--- src/rtl/instr_encoder.sv ---
// Packs compact instruction commands into RV32I words and streams them into
// instruction memory; holds the core off (prog_done low) until loading ends.
module instr_encoder #(
  parameter int          ADDR_WIDTH = 6,
  parameter int unsigned BASE_ADDR  = 0
) (
  input  logic                  clk,
  input  logic                  reset,
  input  logic                  in_valid,
  output logic                  in_ready,
  input  logic [2:0]            in_kind,
  input  logic [2:0]            in_funct3,
  input  logic                  in_funct7b5,
  input  logic [4:0]            in_rd,
  input  logic [4:0]            in_rs1,
  input  logic [4:0]            in_rs2,
  input  logic [20:0]           in_imm,
  input  logic                  in_last,
  output logic                  wr_en,
  output logic [ADDR_WIDTH-1:0] wr_addr,
  output logic [31:0]           wr_data,
  output logic                  prog_done,
  output logic                  err,
  output logic [1:0]            err_code
);

  typedef enum logic [1:0] {IDLE, ENC, WRITE, DONE} state_t;

  typedef struct packed {
    logic [2:0]  kind;
    logic [2:0]  funct3;
    logic        f7b5;
    logic [4:0]  rd;
    logic [4:0]  rs1;
    logic [4:0]  rs2;
    logic [20:0] imm;
    logic        last;
  } cmd_t;

  localparam logic [ADDR_WIDTH-1:0] BASE = ADDR_WIDTH'(BASE_ADDR);

  state_t                state_q, state_d;
  cmd_t                  cmd_q, cmd_d;
  logic [ADDR_WIDTH-1:0] wr_addr_q, wr_addr_d;
  logic [31:0]           wr_data_q, wr_data_d;
  logic                  err_q, err_d;
  logic [1:0]            code_q, code_d;

  logic [31:0] word;
  logic [1:0]  chk;
  logic        rng12, rng13, misal;

  // Immediate fits 12 (resp. 13) signed bits when the upper bits are all equal.
  assign rng12 = (&cmd_q.imm[20:11]) | ~(|cmd_q.imm[20:11]);
  assign rng13 = (&cmd_q.imm[20:12]) | ~(|cmd_q.imm[20:12]);
  assign misal = ((cmd_q.kind == 3'b011) || (cmd_q.kind == 3'b101)) && cmd_q.imm[0];

  always_comb begin
    word = '0;
    chk  = 2'b00;
    case (cmd_q.kind)
      3'b000: begin
        word = {cmd_q.imm[11:0], cmd_q.rs1, 3'b010, cmd_q.rd, 7'b0000011};
        if (!rng12) chk = 2'b10;
      end
      3'b001: begin
        word = {cmd_q.imm[11:5], cmd_q.rs2, cmd_q.rs1, 3'b010, cmd_q.imm[4:0], 7'b0100011};
        if (!rng12) chk = 2'b10;
      end
      3'b010: word = {1'b0, cmd_q.f7b5, 5'b00000, cmd_q.rs2, cmd_q.rs1, cmd_q.funct3,
                      cmd_q.rd, 7'b0110011};
      3'b011: begin
        word = {cmd_q.imm[12], cmd_q.imm[10:5], cmd_q.rs2, cmd_q.rs1, 3'b000,
                cmd_q.imm[4:1], cmd_q.imm[11], 7'b1100011};
        if (misal) chk = 2'b11;
        else if (!rng13) chk = 2'b10;
      end
      3'b100: begin
        word = {cmd_q.imm[11:0], cmd_q.rs1, cmd_q.funct3, cmd_q.rd, 7'b0010011};
        if (!rng12) chk = 2'b10;
      end
      3'b101: begin
        word = {cmd_q.imm[20], cmd_q.imm[10:1], cmd_q.imm[11], cmd_q.imm[19:12],
                cmd_q.rd, 7'b1101111};
        if (misal) chk = 2'b11;
      end
      default: chk = 2'b01;
    endcase
  end

  always_comb begin
    state_d   = state_q;
    cmd_d     = cmd_q;
    wr_addr_d = wr_addr_q;
    wr_data_d = wr_data_q;
    err_d     = err_q;
    code_d    = code_q;
    case (state_q)
      IDLE: if (in_valid) begin
        cmd_d   = '{in_kind, in_funct3, in_funct7b5, in_rd, in_rs1, in_rs2, in_imm, in_last};
        state_d = ENC;
      end
      ENC: if (chk != 2'b00) begin
        err_d = 1'b1;
        if (code_q == 2'b00) code_d = chk;
        state_d = cmd_q.last ? DONE : IDLE;
      end else begin
        wr_data_d = word;
        state_d   = WRITE;
      end
      WRITE: if ((&wr_addr_q) || cmd_q.last) begin
        state_d = DONE;
      end else begin
        wr_addr_d = wr_addr_q + 1'b1;
        state_d   = IDLE;
      end
      default: state_d = DONE;
    endcase
  end

  always_ff @(posedge clk) begin
    if (reset) begin
      state_q   <= IDLE;
      cmd_q     <= '0;
      wr_addr_q <= BASE;
      wr_data_q <= '0;
      err_q     <= 1'b0;
      code_q    <= 2'b00;
    end else begin
      state_q   <= state_d;
      cmd_q     <= cmd_d;
      wr_addr_q <= wr_addr_d;
      wr_data_q <= wr_data_d;
      err_q     <= err_d;
      code_q    <= code_d;
    end
  end

  assign in_ready  = (state_q == IDLE) && !reset;
  assign wr_en     = (state_q == WRITE);
  assign wr_addr   = wr_addr_q;
  assign wr_data   = wr_data_q;
  assign prog_done = (state_q == DONE);
  assign err       = err_q;
  assign err_code  = code_q;

endmodule

--- config.mk ---
export PLATFORM = sky130hd
export DESIGN_NAME = instr_encoder
export DESIGN_NICKNAME = d
export VERILOG_FILES = /design/src/rtl/instr_encoder.sv
export SDC_FILE = /design/constraint.sdc
export NUM_CORES = 1
export LEC_CHECK = 0
export BUFFER_PORTS_ARGS = -buffer_cell sky130_fd_sc_hd__buf_2
export CAP_MARGIN = 25
export CORE_MARGIN = 10
export CORE_UTILIZATION = 30
export DETAILED_ROUTE_END_ITERATION = 12
export PLACE_DENSITY_LB_ADDON = 0.1
export SETUP_SLACK_MARGIN = 0.5
export SYNTH_ARGS = -nofsm -noshare
export SYNTH_HDL_FRONTEND = slang
export SYNTH_SLANG_ARGS = --single-unit
--- constraint.sdc ---
create_clock -name clk -period 6 [get_ports clk]
set_input_delay 0.6 -clock clk [delete_from_list [all_inputs] [get_ports clk]]
set_output_delay 0.6 -clock clk [all_outputs]
set_load 0.05 [all_outputs]
==> results list <==
* Result of the run: complete, no violations
- Top FF cell, synth: dfxtp_1
* Fill cells: 1329
* Fraction of registers with async set/reset: 0%
* Sort of element at the start of the critical path: flip-flop
* Number of top-level pins: ~90
- The worst setup path is of the reg2reg kind.
- The number of nets in the synthesized netlist is ~510.
* CP Data Required Time: a little over 6 ns
* H-tree lvl count: 3
* Share of synthesized area occupied by flip-flops and latches: 44.2%
- Number of buffers created by CTS: 9
* Critical path endpoint category: flip-flop
- Worst-case reg-to-reg path depth: 5
* Summed instance area of the synthesized netlist: a little under 0.004 mm²
- GRT Overall Usage: 12.3%
* Total non-filler cell area in the finished layout: 0.00466 mm²
* Leakage power: about 2 nW
- CTS placed an instance of clkbuf_16 at the clock tree root.
- The final hold violation count is 0.
* Buffers from clock root to sink, at most: 2
- Total power for the finished layout comes to 1.49 mW.
- Endpoint, Worst Hold: wr_data[25]$_SDFFE_PP0P_
- Yosys top cell by area: dfxtp_1
* Mapped Avg Cell Area: 8.28 µm²
* Die height: 133 µm
- Die area: 0.0178 mm²
- The placed instances occupy a cell area of 0.00439 mm².
- The synthesized design contains 85 register bits.
* Classification of the worst-slack hold path: reg2reg
- After clock tree synthesis, the clock-pin slew on the worst setup and hold paths is 0.06 ns.
- Core box area: 0.0126 mm²
- Adding up every negative setup slack in the final design gives 0 ns.
- In the post-synthesis netlist, the biggest area contributors are dfxtp_1, nand2_1, a21oi_1, mux2_4, nor2_1.
* Internal power: 1.02 mW
* Layout net count: 583
- DIE WIDTH: 133 µm
* Yosys top cell area share: 44.2%
* Power density cells: 320 mW/mm²
- DRT iter0 DRCs: 211
* Pins Over Slew Limit: 0
- End of the worst register-to-register path: wr_data[11]$_SDFFE_PP0P_
* Instance count of the mapped netlist: 465
- Leaving out fill and tap cells, the most frequent cell in the layout is nand2_1.
- Wire length of the first global-routing pass: 17800 µm
* Critical-path maximum fanout: 30
- The routed design could run at a clock period as short as 2.75 ns.
- 0 antenna diodes ended up in the layout.
* Worst relative slew slack: about two fifths
* Post-synthesis to final-layout area growth: 21.1%
- The count of nets left with antenna violations once routing finished came out at 0.
- DRC violations left: 0
- Entering global routing, the biggest net connects 84 pins.
- Number of instances on the worst hold path: 2
- Reg-to-reg setup timing slack: 3.25 ns
* Via count of the routed design: ~3300
- Worst IR drop on VDD: 0.106 mV
- At the end of routability-driven placement, the weighted congestion stood at ~0.77.
- Skew final: 0.00319 ns
- Post-cts sizing count: 0
- Combinational logic is responsible for roughly a fifth of the overall power.
- Summed over all layers, the routed wires come to approximately 11000 µm.
* Worst skew pair latency: 0.34 ns
- In this run, distinct cell masters in the synthesized netlist total 39.
* Unrepaired setup endpoints after global routing: no
- The clock network burns between 30% and 40% of the power.
- In this run, post-CTS hold repair placed 0 buffers.
- Initial Util: a little under a third
- Across the run, the number of max-cap violations was 0.
- Number of global-route vias before repair: 3383
* Final number of setup-violating endpoints: 0
* DP Wirelength: 7790 µm
- Of the cells placed in the final design, the portion with a size suffix greater than 1 is a little under a quarter.
- Dividing the detail-routed wire length by the instance count gives 15.2 µm.
* Total of warnings raised by yosys: 0
- Peak clock frequency supported by timing: approximately 360 MHz
* Seq pwr share: 44.5%
* Leading cell types in the layout, fill and taps excluded: nand2_1, buf_2, dfxtp_1
* Final period utilization: a little under half
- Worst r2r src: cmd_q[41]$_SDFFE_PP0P_
* Initial antenna violation count: 0
- At the pin with the least slew margin, the transition time is 0.925 ns.
- First-pass iteration count of the detailed router: 4
* Net switching power of the design: 0.471 mW
- Data arrives at the worst endpoint at 2.98 ns.
- EDFF count, synth: 0
- The startpoint identified for the worst hold timing path is cmd_q[6]$_SDFFE_PP0P_.
- Count of buffers added by post-CTS timing repair for setup: 0
- The initialized floorplan defines 41 standard-cell rows.
- For this run the aggregate overflow at the end of global routing stands at 0.
- Counting every sink on the clock net gives 85.
* Switching share of power: 31.5%
- Dividing the detail-routed via count by the number of cells gives 4.64.
- TritonCTS built the clock tree.
- Count of buffers from port buffering: 90
cell usage after synthesis (2+ instances only):
cell        n
nor2b_1    20
o22ai_1     3
buf_1       4
mux2i_1    16
nand2b_1   21
a211oi_1    2
nand4_1     5
o21ai_0     3
nand3_1     2
buf_4       2
buf_6       2
xnor2_1     2
a22oi_1    13
nor2_1     44
or4_1       2
and2_1      4
a21oi_1    58
clkbuf_1   25
dfxtp_1    85
mux2_4     19
inv_1       3
nor3_1      5
xor2_1      4
nand2_1   106
area by class of cell:
class | count | area [µm²] | share of cell area (%)
Multi-Input combinational cell | 343 | 1990 | 42.6
Clock buffer | 15 | 268 | 5.74
Sequential cell | 85 | 1700 | 36.5
Tap cell | 172 | 215 | 4.62
Clock inverter | 1 | 5.00 | 0.107
Inverter | 3 | 11.3 | 0.242
Timing Repair Buffer | 93 | 475 | 10.2
critical path: stages (launching register included):
cell      delay (ns)
dfxtp_1         0.82
and2_1          0.26
o41ai_1         0.10
a311oi_1        0.31
a211o_2         0.77
mux2_4          0.35
stage by stage:
step	worst slack, ns	hold WS, ns	std cells	util, %
3_5_place_dp	3.24	0.446	696	34.9
6_report	3.25	0.457	712	37.1
4_1_cts	3.23	0.454	712	37.1
3_3_place_gp	3.30	0.442	696	34.9
5_1_grt	3.03	0.474	712	37.1
2_1_floorplan	3.40	0.435	465	-
worst max-delay path by stage:
| stage | start | endpoint | cells past startpoint |
|---|---|---|---|
| final | cmd_q[41]$_SDFFE_PP0P_ | wr_data[11]$_SDFFE_PP0P_ | 5 |
| after global routing | cmd_q[41]$_SDFFE_PP0P_ | wr_data[20]$_SDFFE_PP0P_ | 5 |
| after CTS | cmd_q[41]$_SDFFE_PP0P_ | wr_data[11]$_SDFFE_PP0P_ | 5 |
| after detailed placement | cmd_q[41]$_SDFFE_PP0P_ | wr_data[11]$_SDFFE_PP0P_ | 5 |
| after global placement | cmd_q[41]$_SDFFE_PP0P_ | wr_data[19]$_SDFFE_PP0P_ | 5 |
| after floorplan | reset | in_ready | 3 |
flip-flops by register name, indices dropped and copies added, names as in the netlist:
signal / flops
cmd_q: 44
wr_data: 30
wr_addr: 6
err_code: 2
state_q: 2
err: 1
cell families (layout without fill, tap and decap cells):
group                      Yosys count  count (layout)  synth area share [%]
AOI/OAI and AO/OA                   90              90                  13.9
xor gates and xnor gates             6               6                  1.37
adders and majority gates            1               1                 0.325
buffers and inverters               37             112                  4.23
DFF                                 85              85                  44.2
muxes                               35              35                  11.6
and+or+nand+nor                    211             211                  24.4
power groups by stage:
stage | clock [mW] | combinational, mW | sequential, mW
floorplan | 0 | 0.220 | 0.684
global placement | 0 | 0.314 | 0.676
detailed placement | 0 | 0.317 | 0.677
CTS | 0.538 | 0.318 | 0.665
global route | 0.563 | 0.348 | 0.673
finish | 0.519 | 0.310 | 0.664
metal layers:
layer,up-vias,GRT usage (%),wire length (µm)
met5,-,0,0
met4,0,4.96,193
met3,14,3.08,482
met2,67,19.1,4880
met1,1532,16.0,5240
li1,1693,-,-
(Power assumes the default switching activity.)
